$ cat src/rtl/mem_ctrl.sv
// Byte-serial memory controller: turns word/half/byte fetches, loads and stores
// into a sequence of single-byte RAM accesses with a one-cycle read latency.
module mem_ctrl (
    input  logic        clk,
    input  logic        rst,
    input  logic        inst_needed,
    input  logic [31:0] inst_addr,
    output logic        inst_available,
    output logic [31:0] inst_o,
    input  logic        data_needed,
    input  logic        data_we,
    input  logic [1:0]  data_width,
    input  logic [31:0] data_addr,
    input  logic [31:0] data_wdata,
    output logic        data_available,
    output logic [31:0] data_rdata,
    output logic [31:0] mem_a,
    output logic [7:0]  mem_dout,
    output logic        mem_wr,
    input  logic [7:0]  mem_din
);

    typedef enum logic [1:0] {IDLE, READ, WRITE, DONE} state_t;

    state_t      state;
    state_t      state_next;
    logic [31:0] base;
    logic [31:0] wdata;
    logic [31:0] result;
    logic [31:0] merged;
    logic [2:0]  nbytes;
    logic [2:0]  data_n;
    logic [2:0]  cyc;
    logic [1:0]  samp_idx;
    logic        is_fetch;
    logic        last_sample;
    logic        last_write;

    // cyc numbers the cycles after acceptance (1 = first RAM access cycle)
    assign samp_idx    = 2'(cyc - 3'd2);
    assign last_sample = (cyc == nbytes + 3'd1);
    assign last_write  = (cyc == nbytes);

    assign inst_available = (state == DONE) && is_fetch;
    assign data_available = (state == DONE) && !is_fetch;

    always_comb begin
        data_n = 3'd4;
        case (data_width)
            2'd0:    data_n = 3'd1;
            2'd1:    data_n = 3'd2;
            default: data_n = 3'd4;
        endcase
    end

    // Byte addressed in cycle k+1 arrives on mem_din in cycle k+2
    always_comb begin
        merged = result;
        merged[{samp_idx, 3'b000} +: 8] = mem_din;
    end

    always_ff @(posedge clk or negedge rst) begin
        if (!rst) state <= IDLE;
        else      state <= state_next;
    end

    always_comb begin
        state_next = state;
        case (state)
            IDLE: begin
                if (data_needed)      state_next = data_we ? WRITE : READ;
                else if (inst_needed) state_next = READ;
            end
            READ:    if (last_sample) state_next = DONE;
            WRITE:   if (last_write)  state_next = DONE;
            DONE:    state_next = IDLE;
            default: state_next = IDLE;
        endcase
    end

    always_ff @(posedge clk or negedge rst) begin
        if (!rst) begin
            base       <= '0;
            wdata      <= '0;
            result     <= '0;
            nbytes     <= '0;
            cyc        <= '0;
            is_fetch   <= 1'b0;
            inst_o     <= '0;
            data_rdata <= '0;
            mem_a      <= '0;
            mem_dout   <= '0;
            mem_wr     <= 1'b0;
        end else begin
            case (state)
                IDLE: begin
                    mem_a    <= '0;
                    mem_dout <= '0;
                    mem_wr   <= 1'b0;
                    if (data_needed) begin
                        base     <= data_addr;
                        wdata    <= data_wdata;
                        nbytes   <= data_n;
                        is_fetch <= 1'b0;
                        cyc      <= 3'd1;
                        result   <= '0;
                        mem_a    <= data_addr;
                        if (data_we) begin
                            mem_dout <= data_wdata[7:0];
                            mem_wr   <= 1'b1;
                        end
                    end else if (inst_needed) begin
                        base     <= inst_addr;
                        nbytes   <= 3'd4;
                        is_fetch <= 1'b1;
                        cyc      <= 3'd1;
                        result   <= '0;
                        mem_a    <= inst_addr;
                    end
                end
                READ: begin
                    cyc <= cyc + 3'd1;
                    if (cyc < nbytes) mem_a <= base + 32'(cyc);
                    else              mem_a <= '0;
                    if (cyc >= 3'd2) result <= merged;
                    if (last_sample) begin
                        if (is_fetch) inst_o     <= merged;
                        else          data_rdata <= merged;
                    end
                end
                WRITE: begin
                    cyc <= cyc + 3'd1;
                    if (cyc < nbytes) begin
                        mem_a    <= base + 32'(cyc);
                        mem_dout <= wdata[{cyc[1:0], 3'b000} +: 8];
                        mem_wr   <= 1'b1;
                    end else begin
                        mem_a    <= '0;
                        mem_dout <= '0;
                        mem_wr   <= 1'b0;
                    end
                end
                default: begin
                    mem_a    <= '0;
                    mem_dout <= '0;
                    mem_wr   <= 1'b0;
                end
            endcase
        end
    end

endmodule

$ cat config.mk
export PLATFORM = sky130hd
export DESIGN_NAME = mem_ctrl
export DESIGN_NICKNAME = d
export VERILOG_FILES = /design/src/rtl/mem_ctrl.sv
export SDC_FILE = /design/constraint.sdc
export NUM_CORES = 1
export LEC_CHECK = 0
export CORE_MARGIN = 5
export CORE_UTILIZATION = 25
export DETAILED_ROUTE_END_ITERATION = 8
export SETUP_SLACK_MARGIN = 0.1
export SYNTH_ARGS = -nofsm -noshare
export SYNTH_HDL_FRONTEND = slang
export SYNTH_SLANG_ARGS = --single-unit
export TNS_END_PERCENT = 1
$ cat constraint.sdc
create_clock -name clk -period 7 [get_ports clk]
set_input_delay 1.05 -clock clk [delete_from_list [all_inputs] [get_ports clk]]
set_output_delay 1.05 -clock clk [all_outputs]
set_load 0.02 [all_outputs]
# --- Word level (Yosys, flattened, before mapping) ---
# Index checks and enable logic that the tools add are counted.
totals:
  regBits: 210
  inputBits: 111
  output_inout_bits: 107
  elab_cells: 82
classes:
  n_addsub: 5
  order_cmp: 2
  eq_ne: 10
  n_shift: 3
  mux: 33
  bitwise: 1
  reduce_logical: 16
ops:
  columns: ["operator", "n"]
  rows:
  - ["32-bit 2-to-1 mux", 8]
  - ["32-bit case mux with 2 select lines", 2]
  - ["32-bit by 3-bit adder with 32-bit output", 1]
  - ["32-bit bitwise mux", 1]
  - ["8-bit by 7-bit variable shift with 32-bit output (first input constant)", 1]
  - ["32-bit by 6-bit indexed part select with 8-bit output", 1]
  - ["8-bit by 7-bit indexed part select with 32-bit output", 1]
  - ["8-bit 2-to-1 mux", 3]
  - ["8-bit case mux with 3 select lines", 1]
  - ["3-bit 2-to-1 mux", 4]
  - ["3-bit case mux with 2 select lines", 2]
  - ["3-bit AND reduction", 4]
  - ["2-bit 2-to-1 mux", 5]
  - ["2-bit case mux with 4 select lines", 1]
  - ["5-bit negator with 7-bit output", 1]
  - ["3-bit by 1-bit adder with 3-bit output (second input constant)", 2]
  - ["3-bit == test", 2]
  - ["2-bit != test (second input constant)", 3]
  - ["2-bit AND reduction", 3]
  - ["2-bit nonzero test", 3]
  - ["1-bit 2-to-1 mux", 5]
  - ["2-bit by 1-bit == test with 1-bit output (second input constant)", 2]
  - ["2-bit == test (second input constant)", 2]
  - ["2-bit zero test", 2]
  - ["9 further kinds", 10]

# --- Logic depth before layout (Yosys ltp) ---
# Gate-level depths: netlist of run 1.
logic_depth:
  word_depth: 6
  depth_mapped: 9
  depth_no_buf: 7

# --- Worst setup path after synthesis of run 1 ---
# OpenSTA, ideal clock, no wires.
synth_path:
  path_type: "reg2reg"
  startpoint: "reg cyc[1]"
  endpoint: "reg result[16]"
  setup_ns: 0.067
  arrival_time_ns: 2.373
  t_required_ns: 6.933
  slack_ns: 4.559
  stages_incl_launch_ff: 8
  n_path_buf: 2
  cell_sequence: "dfrtp_1 > buf_1 > inv_1 > ha_1 > nor4b_2 > and2_1 > clkbuf_1 > a22o_1"
synth_via:
  elab_chain_len: 6
  word_cells_on_any_way: 10
  classes_between: "add/sub: 2; order compare: 1; eq/ne: 1; shift: 2; mux: 3; reduce/logical: 1"
synth_lines:
  columns: ["element", "line_no", "source"]
  rows:
  - ["start, declared", "33", "logic [2:0] cyc;"]
  - ["start signal, assigned", "122", "cyc <= cyc + 3'd1;"]
  - ["start signal, assigned", "132", "cyc <= cyc + 3'd1;"]
  - ["2-bit subtractor", "40", "assign samp_idx = 2'(cyc - 3'd2);"]
  - ["5-bit negator with 7-bit output", "59", "merged[{samp_idx, 3'b000} +: 8] = mem_din;"]
  - ["8-bit by 7-bit indexed part select with 32-bit output or 8-bit by 7-bit variable shift with 32-bit output (tied branches)", "59", null]
  - ["32-bit bitwise mux", "59", null]
  - ["32-bit 2-to-1 mux", "125", "if (cyc >= 3'd2) result <= merged;"]
  - ["32-bit case mux with 2 select lines", "95", "case (state)"]
  - ["end signal, assigned", "125", null]
  - ["end, declared", "29", "logic [31:0] result;"]
# Parallel ways exist; a longest one is shown, timed or not. The select of a mux whose other input is x is not followed.
# A chain may end at the register's enable or synchronous reset.

# --- Worst setup path after layout of run 1 ---
layout_path:
  startpoint: "reg state[0]"
  endpoint: "out data_available"
layout_via:
  elab_chain_len: 2
layout_lines:
  columns: ["element", "line_no", "source"]
  rows:
  - ["start, declared", "25", "state_t state;"]
  - ["start signal, assigned", "64", "else state <= state_next;"]
  - ["2-bit == test", "45", "assign data_available = (state == DONE) && !is_fetch;"]
  - ["1-bit logical AND", "45", null]
  - ["end, declared", "15", "output logic data_available,"]
# No other way between the ends.

==> key figures, run 1 <==
Clocking
  • Post-CTS Repair Setup Buffers: 0
  • Quantity of hold-fixing buffers added after cts: 0
  • Inserted Clock Buffers: 26
  • CTS tree: built
  • H-tree level count: 1
  • Worst-case clock buffer depth: 3
  • Clock transition at the register clock pins on the worst setup and hold paths after CTS: 0.06 ns
  • Clock Latency Late Sink: 0.53 ns
  • Number of gates resized after cts: 0
  • Sinks on the clock net: 210
  • CTS Root Cell: clkbuf_16

Die
  • Die outline area: 0.0419 sq mm
  • Number of placement rows: 71
  • Width of the die: 205 um
  • Die height: around 200 um
  • Placeable core region: around 0.038 sq mm
  • Boundary Pins: 218
  • Initial standard-cell utilization of the core: 25.2%

Global route
  • Total global routing track utilization: approximately 13%
  • Global-route wire length before repair: 42900 um
  • Maximum number of pins on one net before global-route repair: 129
  • Via count of the first global-routing pass: around 7400
  • Total global routing overflow: 0
  • Number of antenna violations at the first check in global routing: 0

Timing
  • Slew HR: about a quarter
  • Fraction of the cycle the final worst path needs: 51.0%
  • Number of pins with negative max-slew slack in the final report: 0
  • Min cycle time layout: 3.57 ns
  • Final-layout worst hold slack: ~0.48 ns
  • Final setup fails: 0
  • Fin Setup TNS: 0 ns
  • Worst Max-Slew Pin Slew: 1.11 ns
  • Highest clock rate: between 0.2 and 0.3 GHz
  • Setup repair after global routing missed its margin: false
  • Worst Clk Skew: 0.0152 ns
  • Endpoints failing hold: 0
  • Min setup slack post-route: 3.43 ns

Power and ir drop
  • Leakage power summed over all cells: about 5.6 nW
  • Power density relative to cell area: 451 mW/mm^2
  • IR Drop Worst-Case VDD: 203 uV

Routing
  • Count of TritonRoute iterations in the first routing pass: 4
  • Number of DRC markers in iteration 0: 350
  • Number of vias in the routed layout: 7239
  • WL/cell: 17.3 um
  • Number of routed nets with antenna violations: 0
  • Number of vias per cell: around 4.5
  • Detailed-route wire length: 27600 um
  • DRC violations left: 0

Critical path
  • Endpoint kind of the worst setup timing path: output pin
  • Endpoint of the most critical register-to-register path: result[16]
  • Req. time, crit path: around 6.0 ns
  • Worst setup SP type: flip-flop
  • Arrival time at the worst endpoint: between 2 and 3 ns
  • Worst reg-to-reg path cell count: 5
  • Destination of the critical timing path: data_available
  • Startpoint of the lowest-slack register-to-register path: cyc[0]
  • Crit Path Max Fanout: 9
  • Register-to-register setup slack: 3.95 ns
  • Setup CP Type: reg2out
  • Crit path from: state[0]

Synthesis
  • Synth top area share: 55.5%
  • Mapped Avg Cell Area: 10.9 sq um
  • Fraction of synthesis flops using an asynchronous set or reset pin: 100%
  • Top_reg_cell synth: dfrtp_1
  • Mapped Cells: 873
  • Number of enable flip-flop cells after synthesis: 0
  • Sequential fraction of the synthesis area: 55.5%
  • Seq cells post-synth: 210
  • Post-synthesis net count: 1003
  • Netlist cell types: 47
  • Largest area contributor in the netlist: dfrtp_1
  • Area contributors post-synth: dfrtp_1 (55%), o21ai_0 (5.5%), nand2_1 (4.8%)
  • Library cell with the highest instance count after synthesis: dfrtp_1
  • Netlist Area Pre-Place: 0.00947 sq mm
  • Commonest cells in the netlist: dfrtp_1 (210), nand2_1 (120), o21ai_0 (104), a21oi_1 (49), clkbuf_1 (40)
  • Number of warning messages in the yosys log: 0

Final layout
  • Number of filler instances in the final layout: 3766
  • Area growth, synth to finish: 36.9%
  • Ant. Diodes: 0
  • Layout cell share with drive strength beyond 1: 9.10%
  • Fin nets: around 1200

Placed design
  • Hpwl dp: 19300 um
  • Port Buf Inserts: 217
  • Worst setup slack before clock tree synthesis: about 3.3 ns
  • Routability Congestion: 0.751

Job
  • Maxcap violations: 0

Min path
  • Path class of the lowest-slack min-delay path: reg2reg

Run status
  • Run status: completed
layout by cell type, fill, tap and decap left out, drive strengths merged, types with 5 or more instances in the layout:
| master | Yosys | layout |
|---|---|---|
| a21o | 9 | 9 |
| a21oi | 49 | 49 |
| a22o | 34 | 34 |
| a22oi | 8 | 8 |
| and2 | 5 | 5 |
| and3 | 8 | 8 |
| buf | 16 | 12 |
| clkbuf | 40 | 38 |
| clkdlybuf4s50 | 0 | 215 |
| dfrtp | 210 | 210 |
| ha | 18 | 18 |
| inv | 11 | 11 |
| mux2 | 32 | 32 |
| mux2i | 33 | 33 |
| mux4 | 8 | 8 |
| nand2 | 120 | 120 |
| nand3 | 6 | 6 |
| nand4 | 9 | 9 |
| nor2 | 25 | 25 |
| nor2b | 33 | 33 |
| nor3 | 11 | 11 |
| o21ai | 106 | 106 |
| o22ai | 25 | 25 |
| xnor2 | 23 | 23 |
| xor2 | 6 | 6 |
cell families after synthesis:
family                   share of synthesized area, %
buffers and inverters                            2.75
multiplexers                                     9.19
AND/OR/NAND/NOR                                  12.2
XOR/XNOR                                         2.93
flip-flops                                       55.5
adder cells (fa/ha/maj)                          2.59
AO/OA/AOI/OAI                                    14.8
cell type report:
cell class / instances / area [sq um] / area share (%)
well taps: 511 / 639 / 4.93
flip-flops and latches: 210 / 5260 / 40.5
multi-input cells: 596 / 3980 / 30.6
inverters: 11 / 41.3 / 0.318
repair buffers: 227 / 2250 / 17.3
clock buffers: 38 / 777 / 5.99
clock inverters: 6 / 38.8 / 0.299
stage by stage:
| stage | instances | instance area [sq um] | util [%] | power (W) |
|---|---|---|---|---|
| finish | 1599 | 13000 | 34.5 | 0.00585 |
| global route | 1599 | 13000 | 34.5 | 0.00625 |
| CTS | 1599 | 13000 | 34.5 | 0.00595 |
| detailed placement | 1555 | 12200 | 32.4 | 0.00463 |
| global placement | 1555 | 12200 | 32.4 | 0.00456 |
| floorplan | 873 | 9470 | - | 0.00353 |
power by group:
group | internal, W | switching, W | leakage, nW | total, W
combinational | 0.00113 | 0.00133 | 2.56 | 0.00246
sequential | 0.00173 | 0.000374 | 2.61 | 0.00210
clock | 0.000763 | 0.000524 | 0.398 | 0.00129
how the worst min path moves through the flow:
stage | startpoint | end | slack [ns] | depth (start not counted)
global route | result[18] | result[18] | 0.50 | 1
floorplan | base[0] | base[0] | 0.46 | 1
detailed placement | data_rdata[7] | data_rdata[7] | 0.47 | 2
global placement | inst_o[26] | inst_o[26] | 0.46 | 2
CTS | data_rdata[7] | data_rdata[7] | 0.49 | 2
finish | data_rdata[7] | data_rdata[7] | 0.48 | 2
flip-flops by register name, summed over array words and instances, names as in the netlist:
| register | cells |
|---|---|
| data_rdata | 32 |
| mem_wr | 1 |
| is_fetch | 1 |
| nbytes | 3 |
| base | 32 |
| cyc | 3 |
| result | 32 |
| mem_a | 32 |
| mem_dout | 8 |
| inst_o | 32 |
| state | 2 |
| wdata | 32 |
per-layer routing:
metal  up-vias  global-route usage, %  share of wire (%)
met5         -                      0                  0
met3        41                   3.15                6.2
li1       3488                      -                  -
met2       184                   21.3                 48
met1      3526                   16.6                 43
met4         0                   3.80                2.8
worst max-delay path, cell delays in order (launching register included):
cell	delay, ns
dfrtp_1	0.40
ha_1	0.48
inv_1	0.28
nor2_1	0.19
clkdlybuf4s50_1	0.64
No activity file was read; power rests on OpenSTA's default activity.
==> run 2: changes to the inputs <==
Clock period 7 ns to 3.5 ns, I/O delays scaled along.
==> key figures, run 2 (synthesis results as in run 1) <==
Clocking
  • Clock transition at the register clock pins on the worst setup and hold paths after CTS: 0.06 ns (about the same)
  • Clock Latency Late Sink: 0.52 ns (about the same)
  • CTS Root Cell: clkbuf_16
  • H-tree level count: 1 (unchanged)
  • Inserted Clock Buffers: 26 (unchanged)
  • Post-CTS Repair Setup Buffers: 0 (unchanged)
  • CTS tree: built
  • Quantity of hold-fixing buffers added after cts: 0 (unchanged)
  • Sinks on the clock net: 210 (unchanged)
  • Number of gates resized after cts: 0 (unchanged)
  • Worst-case clock buffer depth: 3 (unchanged)

Global route
  • Total global routing overflow: 0 (unchanged)
  • Total global routing track utilization: 12.9% (+0.041 points)
  • Number of antenna violations at the first check in global routing: 1 (+1)
  • Maximum number of pins on one net before global-route repair: 86 (-33%)
  • Global-route wire length before repair: 42800 um (-0.29%)
  • Via count of the first global-routing pass: 7473 (+1.4%)

Die
  • Boundary Pins: 218 (unchanged)
  • Initial standard-cell utilization of the core: 25.2% (unchanged)
  • Width of the die: 205 um (unchanged)
  • Die outline area: 0.0419 sq mm (unchanged)
  • Die height: 205 um (unchanged)
  • Number of placement rows: 71 (unchanged)
  • Placeable core region: 0.0376 sq mm (unchanged)

Power and ir drop
  • Power density relative to cell area: 922 mW/mm^2 (+100%)
  • IR Drop Worst-Case VDD: 366 uV (+80%)
  • Leakage power summed over all cells: 5.69 nW (+2.0%)
  • Post-layout total power: 0.0122 W (+110%)

Routing
  • Count of TritonRoute iterations in the first routing pass: 5 (+1)
  • Number of vias per cell: 4.53 (about the same)
  • DRC violations left: 0 (unchanged)
  • Number of vias in the routed layout: 7283 (+0.61%)
  • WL/cell: 17.1 um (-0.75%)
  • Number of routed nets with antenna violations: 0 (unchanged)
  • Detailed-route wire length: 27600 um (-0.13%)
  • Number of DRC markers in iteration 0: 297 (-15%)

Placed design
  • Dpl cell area: 0.0122 sq mm (+0.58%)
  • Routability Congestion: 0.749 (-0.24%)
  • Hpwl dp: 19600 um (+1.3%)
  • Port Buf Inserts: 217 (unchanged)
  • Worst setup slack before clock tree synthesis: 1.06 ns (-2.27 ns)

Critical path
  • Setup CP Type: reg2out
  • Req. time, crit path: 2.97 ns (-2.98 ns)
  • Endpoint of the most critical register-to-register path: mem_a[29]
  • Register-to-register setup slack: 1.08 ns (-2.87 ns)
  • Worst reg-to-reg path cell count: 8 (+3)
  • Endpoint kind of the worst setup timing path: output pin
  • Crit Path Max Fanout: 9 (unchanged)
  • Worst setup SP type: flip-flop
  • Startpoint of the lowest-slack register-to-register path: cyc[1]
  • Crit path from: state[0]
  • Arrival time at the worst endpoint: 2.40 ns (-0.12 ns)

Timing
  • Fin Setup TNS: 0 ns (unchanged)
  • Final setup fails: 0 (unchanged)
  • Fraction of the cycle the final worst path needs: 83.7%
  • Endpoints failing hold: 7 (+7)
  • Setup repair after global routing missed its margin: false
  • Min setup slack post-route: 0.571 ns (-2.86 ns)
  • Final-layout worst hold slack: -0.0123 ns (-0.491 ns)
  • Number of pins with negative max-slew slack in the final report: 0 (unchanged)
  • Min cycle time layout: 2.93 ns
  • Slew HR: 52.9% (+27 points)
  • Worst Clk Skew: 0.0132 ns (-0.00199 ns)
  • Worst Max-Slew Pin Slew: 0.706 ns (-0.407 ns)
  • Highest clock rate: 0.341 GHz

Final layout
  • Post-route cell area: 0.0132 sq mm (+1.7%)
  • Fin nets: 1208 (+0.50%)
  • Ant. Diodes: 0 (unchanged)
  • Area growth, synth to finish: 39.2%
  • Commonest cells after routing, fill and taps aside: clkdlybuf4s50_1 (215), dfrtp_1 (210), nand2_1 (120)
  • Layout cell share with drive strength beyond 1: 9.93% (+0.83 points)
  • Leading cell type in the layout, fill and taps excluded: clkdlybuf4s50_1

Run status
  • Run status: complete, but fails checks
  • Failing checks: negative hold slack

Min path
  • Path class of the lowest-slack min-delay path: in2async

Job
  • Maxcap violations: 0 (unchanged)
run 2: changes by cell type in the layout (fill, tap and decap cells not counted), moves of 2 or more:
| cell | change |
|---|---|
| clkbuf_8 | -3 |
| bufinv_16 | +6 |
| buf_12 | +2 |
| buf_4 | +4 |
run 2: routing by layer:
metal  GRT usage (%)  wire [um]
met2            21.6      13300
met3            2.63       1380
met1            16.8      12100
met5               0          7
met4            3.71        760
run 2: layout make-up:
class                      count  area, sq um
timing repair buffer         233         2320
clock inverter                13          225
clock buffer                  35          736
sequential                   210         5260
tap                          511          639
inverter                      11         41.3
fill                        3811        24400
multi-input combinational    596         3980
run 2: critical path, stage by stage, from the launching register on:
cell             delay [ns]
dfrtp_1                0.40
ha_1                   0.42
inv_1                  0.22
nor2_1                 0.18
clkdlybuf4s50_1        0.66
run 2: report_power, final:
group	total, W	switching [W]	internal [W]
combinational	0.00504	0.00275	0.00229
clock	0.00298	0.00106	0.00192
sequential	0.00415	0.000685	0.00346
run 2: worst max path at each step:
stage | endpoint | slack, ns | depth (start not counted)
floorplan | result[16] | 1.06 | 7
global placement | mem_a[29] | 1.12 | 8
detailed placement | mem_a[29] | 1.06 | 8
CTS | data_available | 0.50 | 4
global route | data_available | 0.41 | 4
finish | data_available | 0.57 | 4
run 2: metrics by stage:
| stage | instances | hold slack (ns) | utilization, % |
|---|---|---|---|
| final | 1609 | -0.0123 | 35.1 |
| after global routing | 1609 | 0.0373 | 35.1 |
| after CTS | 1609 | 0.00960 | 35.1 |
| after detailed placement | 1561 | 0.470 | 32.5 |
| after global placement | 1561 | 0.460 | 32.5 |
| after floorplan | 873 | 0.229 | - |
==> run 3: changes to the inputs <==
Clock period 3.5 ns to 2.75 ns, I/O delays scaled along.
==> key figures, run 3 (synthesis results as in run 1) <==
Timing
  • Highest clock rate: 0.401 GHz
  • Min setup slack post-route: 0.257 ns (-0.314 ns)
  • Worst Clk Skew: 0.0142 ns (+0.000989 ns)
  • Final-layout worst hold slack: 0.299 ns (+0.311 ns)
  • Worst Max-Slew Pin Slew: 0.743 ns (+0.0365 ns)
  • Fin Setup TNS: 0 ns (unchanged)
  • Fraction of the cycle the final worst path needs: 90.7%
  • Number of pins with negative max-slew slack in the final report: 0 (unchanged)
  • Final setup fails: 0 (unchanged)
  • Min cycle time layout: 2.49 ns
  • Slew HR: 50.1% (-2.8 points)
  • Setup repair after global routing missed its margin: false
  • Endpoints failing hold: 0 (-7)

Power and ir drop
  • IR Drop Worst-Case VDD: 517 uV (+41%)
  • Switching fraction of total power: 37.8% (+0.90 points)
  • Power density relative to cell area: 1150 mW/mm^2 (+25%)
  • Net Sw Power: 0.00574 W (+28%)
  • Pint: 0.00944 W (+23%)
  • Leakage power summed over all cells: 5.69 nW (about the same)
  • Combinational share of power: 42.4% (+1.0 points)
  • Proportion of power drawn by the clock network: 22.9% (-1.6 points)
  • Power share of the sequential group: 34.7% (+0.6 points)

Die
  • Number of placement rows: 71 (unchanged)
  • Boundary Pins: 218 (unchanged)
  • Placeable core region: 0.0376 sq mm (unchanged)
  • Initial standard-cell utilization of the core: 25.2% (unchanged)
  • Width of the die: 205 um (unchanged)
  • Die height: 205 um (unchanged)
  • Die outline area: 0.0419 sq mm (unchanged)

Clocking
  • CTS tree: built
  • Clock Latency Late Sink: 0.53 ns (about the same)
  • H-tree level count: 1 (unchanged)
  • CTS Root Cell: clkbuf_16
  • Clock transition at the register clock pins on the worst setup and hold paths after CTS: 0.06 ns (about the same)
  • Inserted Clock Buffers: 26 (unchanged)
  • Worst-case clock buffer depth: 3 (unchanged)
  • Sinks on the clock net: 210 (unchanged)
  • Post-CTS Repair Setup Buffers: 0 (unchanged)

Final layout
  • Commonest cells after routing, fill and taps aside: clkdlybuf4s50_1 (214), dfrtp_1 (210), nand2_1 (120)
  • Number of filler instances in the final layout: 3754 (-1.5%)
  • Leading cell type in the layout, fill and taps excluded: clkdlybuf4s50_1
  • Layout cell share with drive strength beyond 1: 10.7% (+0.74 points)
  • Area growth, synth to finish: 39.1% (about the same)
  • Final design utilization: 35.1% (about the same)
  • Fin nets: 1216 (+0.66%)
  • Ant. Diodes: 0 (unchanged)

Routing
  • Number of DRC markers in iteration 0: 335 (+13%)
  • WL/cell: 17.2 um (+0.35%)
  • Number of vias in the routed layout: 7346 (+0.87%)
  • Number of vias per cell: 4.54 (+0.37%)
  • Number of routed nets with antenna violations: 0 (unchanged)
  • Count of TritonRoute iterations in the first routing pass: 4 (-1)
  • Detailed-route wire length: 27800 um (+0.85%)
  • DRC violations left: 0 (unchanged)

Critical path
  • Setup CP Type: reg2out
  • Crit Path Max Fanout: 6 (-3)
  • Worst setup SP type: flip-flop
  • Arrival time at the worst endpoint: 2.08 ns (-0.32 ns)
  • Req. time, crit path: 2.34 ns (-0.63 ns)
  • Endpoint kind of the worst setup timing path: output pin

Global route
  • Met1 routing resource usage after global routing: 17.4% (+0.53 points)
  • Total global routing track utilization: 13.0% (+0.17 points)
  • Via count of the first global-routing pass: 7557 (+1.1%)
  • Global-route wire length before repair: 43600 um (+1.8%)
  • Global Route met3 Usage: 2.66% (+0.032 points)
  • Most Crowded Layer GR: met2
  • Maximum number of pins on one net before global-route repair: 65 (-24%)
  • Number of antenna violations at the first check in global routing: 2 (+1)
  • Total global routing overflow: 0 (unchanged)
  • Fraction of met2 tracks used by global routing: 21.4% (-0.24 points)

Job
  • Maxcap violations: 0 (unchanged)

Placed design
  • Hpwl dp: 19900 um (+1.6%)
  • Routability Congestion: 0.777 (+3.7%)
  • Worst setup slack before clock tree synthesis: 0.434 ns (-0.630 ns)
  • Port Buf Inserts: 217 (unchanged)

Run status
  • Run status: completed

Min path
  • Path class of the lowest-slack min-delay path: in2reg
## run 3: cell types whose count changed in the layout (fill, tap and decap cells not counted), sizes merged
cell	delta
clkdlybuf4s50	-1
dlygate4sd3	+1
clkinvlp	+3
clkbuf	-1
bufinv	-4
buf	+7
clkinv	+3
inv	-1
dlygate4sd2	+1
## run 3: layout make-up
type | instances | area (sq um) | area share (%)
flip-flops and latches | 210 | 5260 | 39.9
well taps | 511 | 639 | 4.85
inverters | 11 | 41.3 | 0.313
repair buffers | 241 | 2390 | 18.1
clock buffers | 34 | 742 | 5.63
multi-input cells | 596 | 3980 | 30.2
clock inverters | 14 | 134 | 1.02
## run 3: stage by stage
stage / area (sq um) / power (W) / std cells
6_report: 13200 / 0.0152 / 1617
5_1_grt: 13200 / 0.0163 / 1617
4_1_cts: 13200 / 0.0154 / 1617
3_5_place_dp: 12300 / 0.0119 / 1568
3_3_place_gp: 12300 / 0.0117 / 1568
2_1_floorplan: 9470 / 0.00898 / 873
## run 3: routing by layer
layer | routed length [um] | up-vias
met4 | 820 | 4
li1 | - | 3521
met5 | 34 | -
met3 | 1490 | 54
met2 | 13200 | 190
met1 | 12300 | 3577
## run 3: power groups by stage
| stage | Sequential [W] | Combinational (W) | Clock (W) |
|---|---|---|---|
| final | 0.00527 | 0.00644 | 0.00347 |
| after global routing | 0.00546 | 0.00710 | 0.00369 |
| after CTS | 0.00528 | 0.00655 | 0.00358 |
| after detailed placement | 0.00532 | 0.00654 | 0 |
| after global placement | 0.00529 | 0.00644 | 0 |
| after floorplan | 0.00595 | 0.00303 | 0 |
## run 3: path summary, 6_finish.rpt
check                                 start        endpoint  slack [ns]  cells past startpoint
worst max-delay path               state[0]  inst_available        0.26                      3
worst min register to register   inst_o[24]      inst_o[24]        0.47                      2
max in group asynchronous               rst       inst_o[1]        1.55                      3
worst max register to register       cyc[0]      result[30]        0.41                      5
worst min-delay path            data_needed        is_fetch        0.30                      2
min in group asynchronous               rst         base[9]        0.41                      2
## run 3: timing repair
action                                  4_1_cts  5_1_grt
endpoints found under the hold margin        53        0
endpoints found under the setup margin        1        0
gates resized for setup                       1        0
hold buffers                                  1        0
## run 3: worst max-delay path: stages (launching register included)
cell and delay [ns]:
dfrtp_1 0.39, ha_1 0.33, and2_1 0.18, clkdlybuf4s50_1 0.65
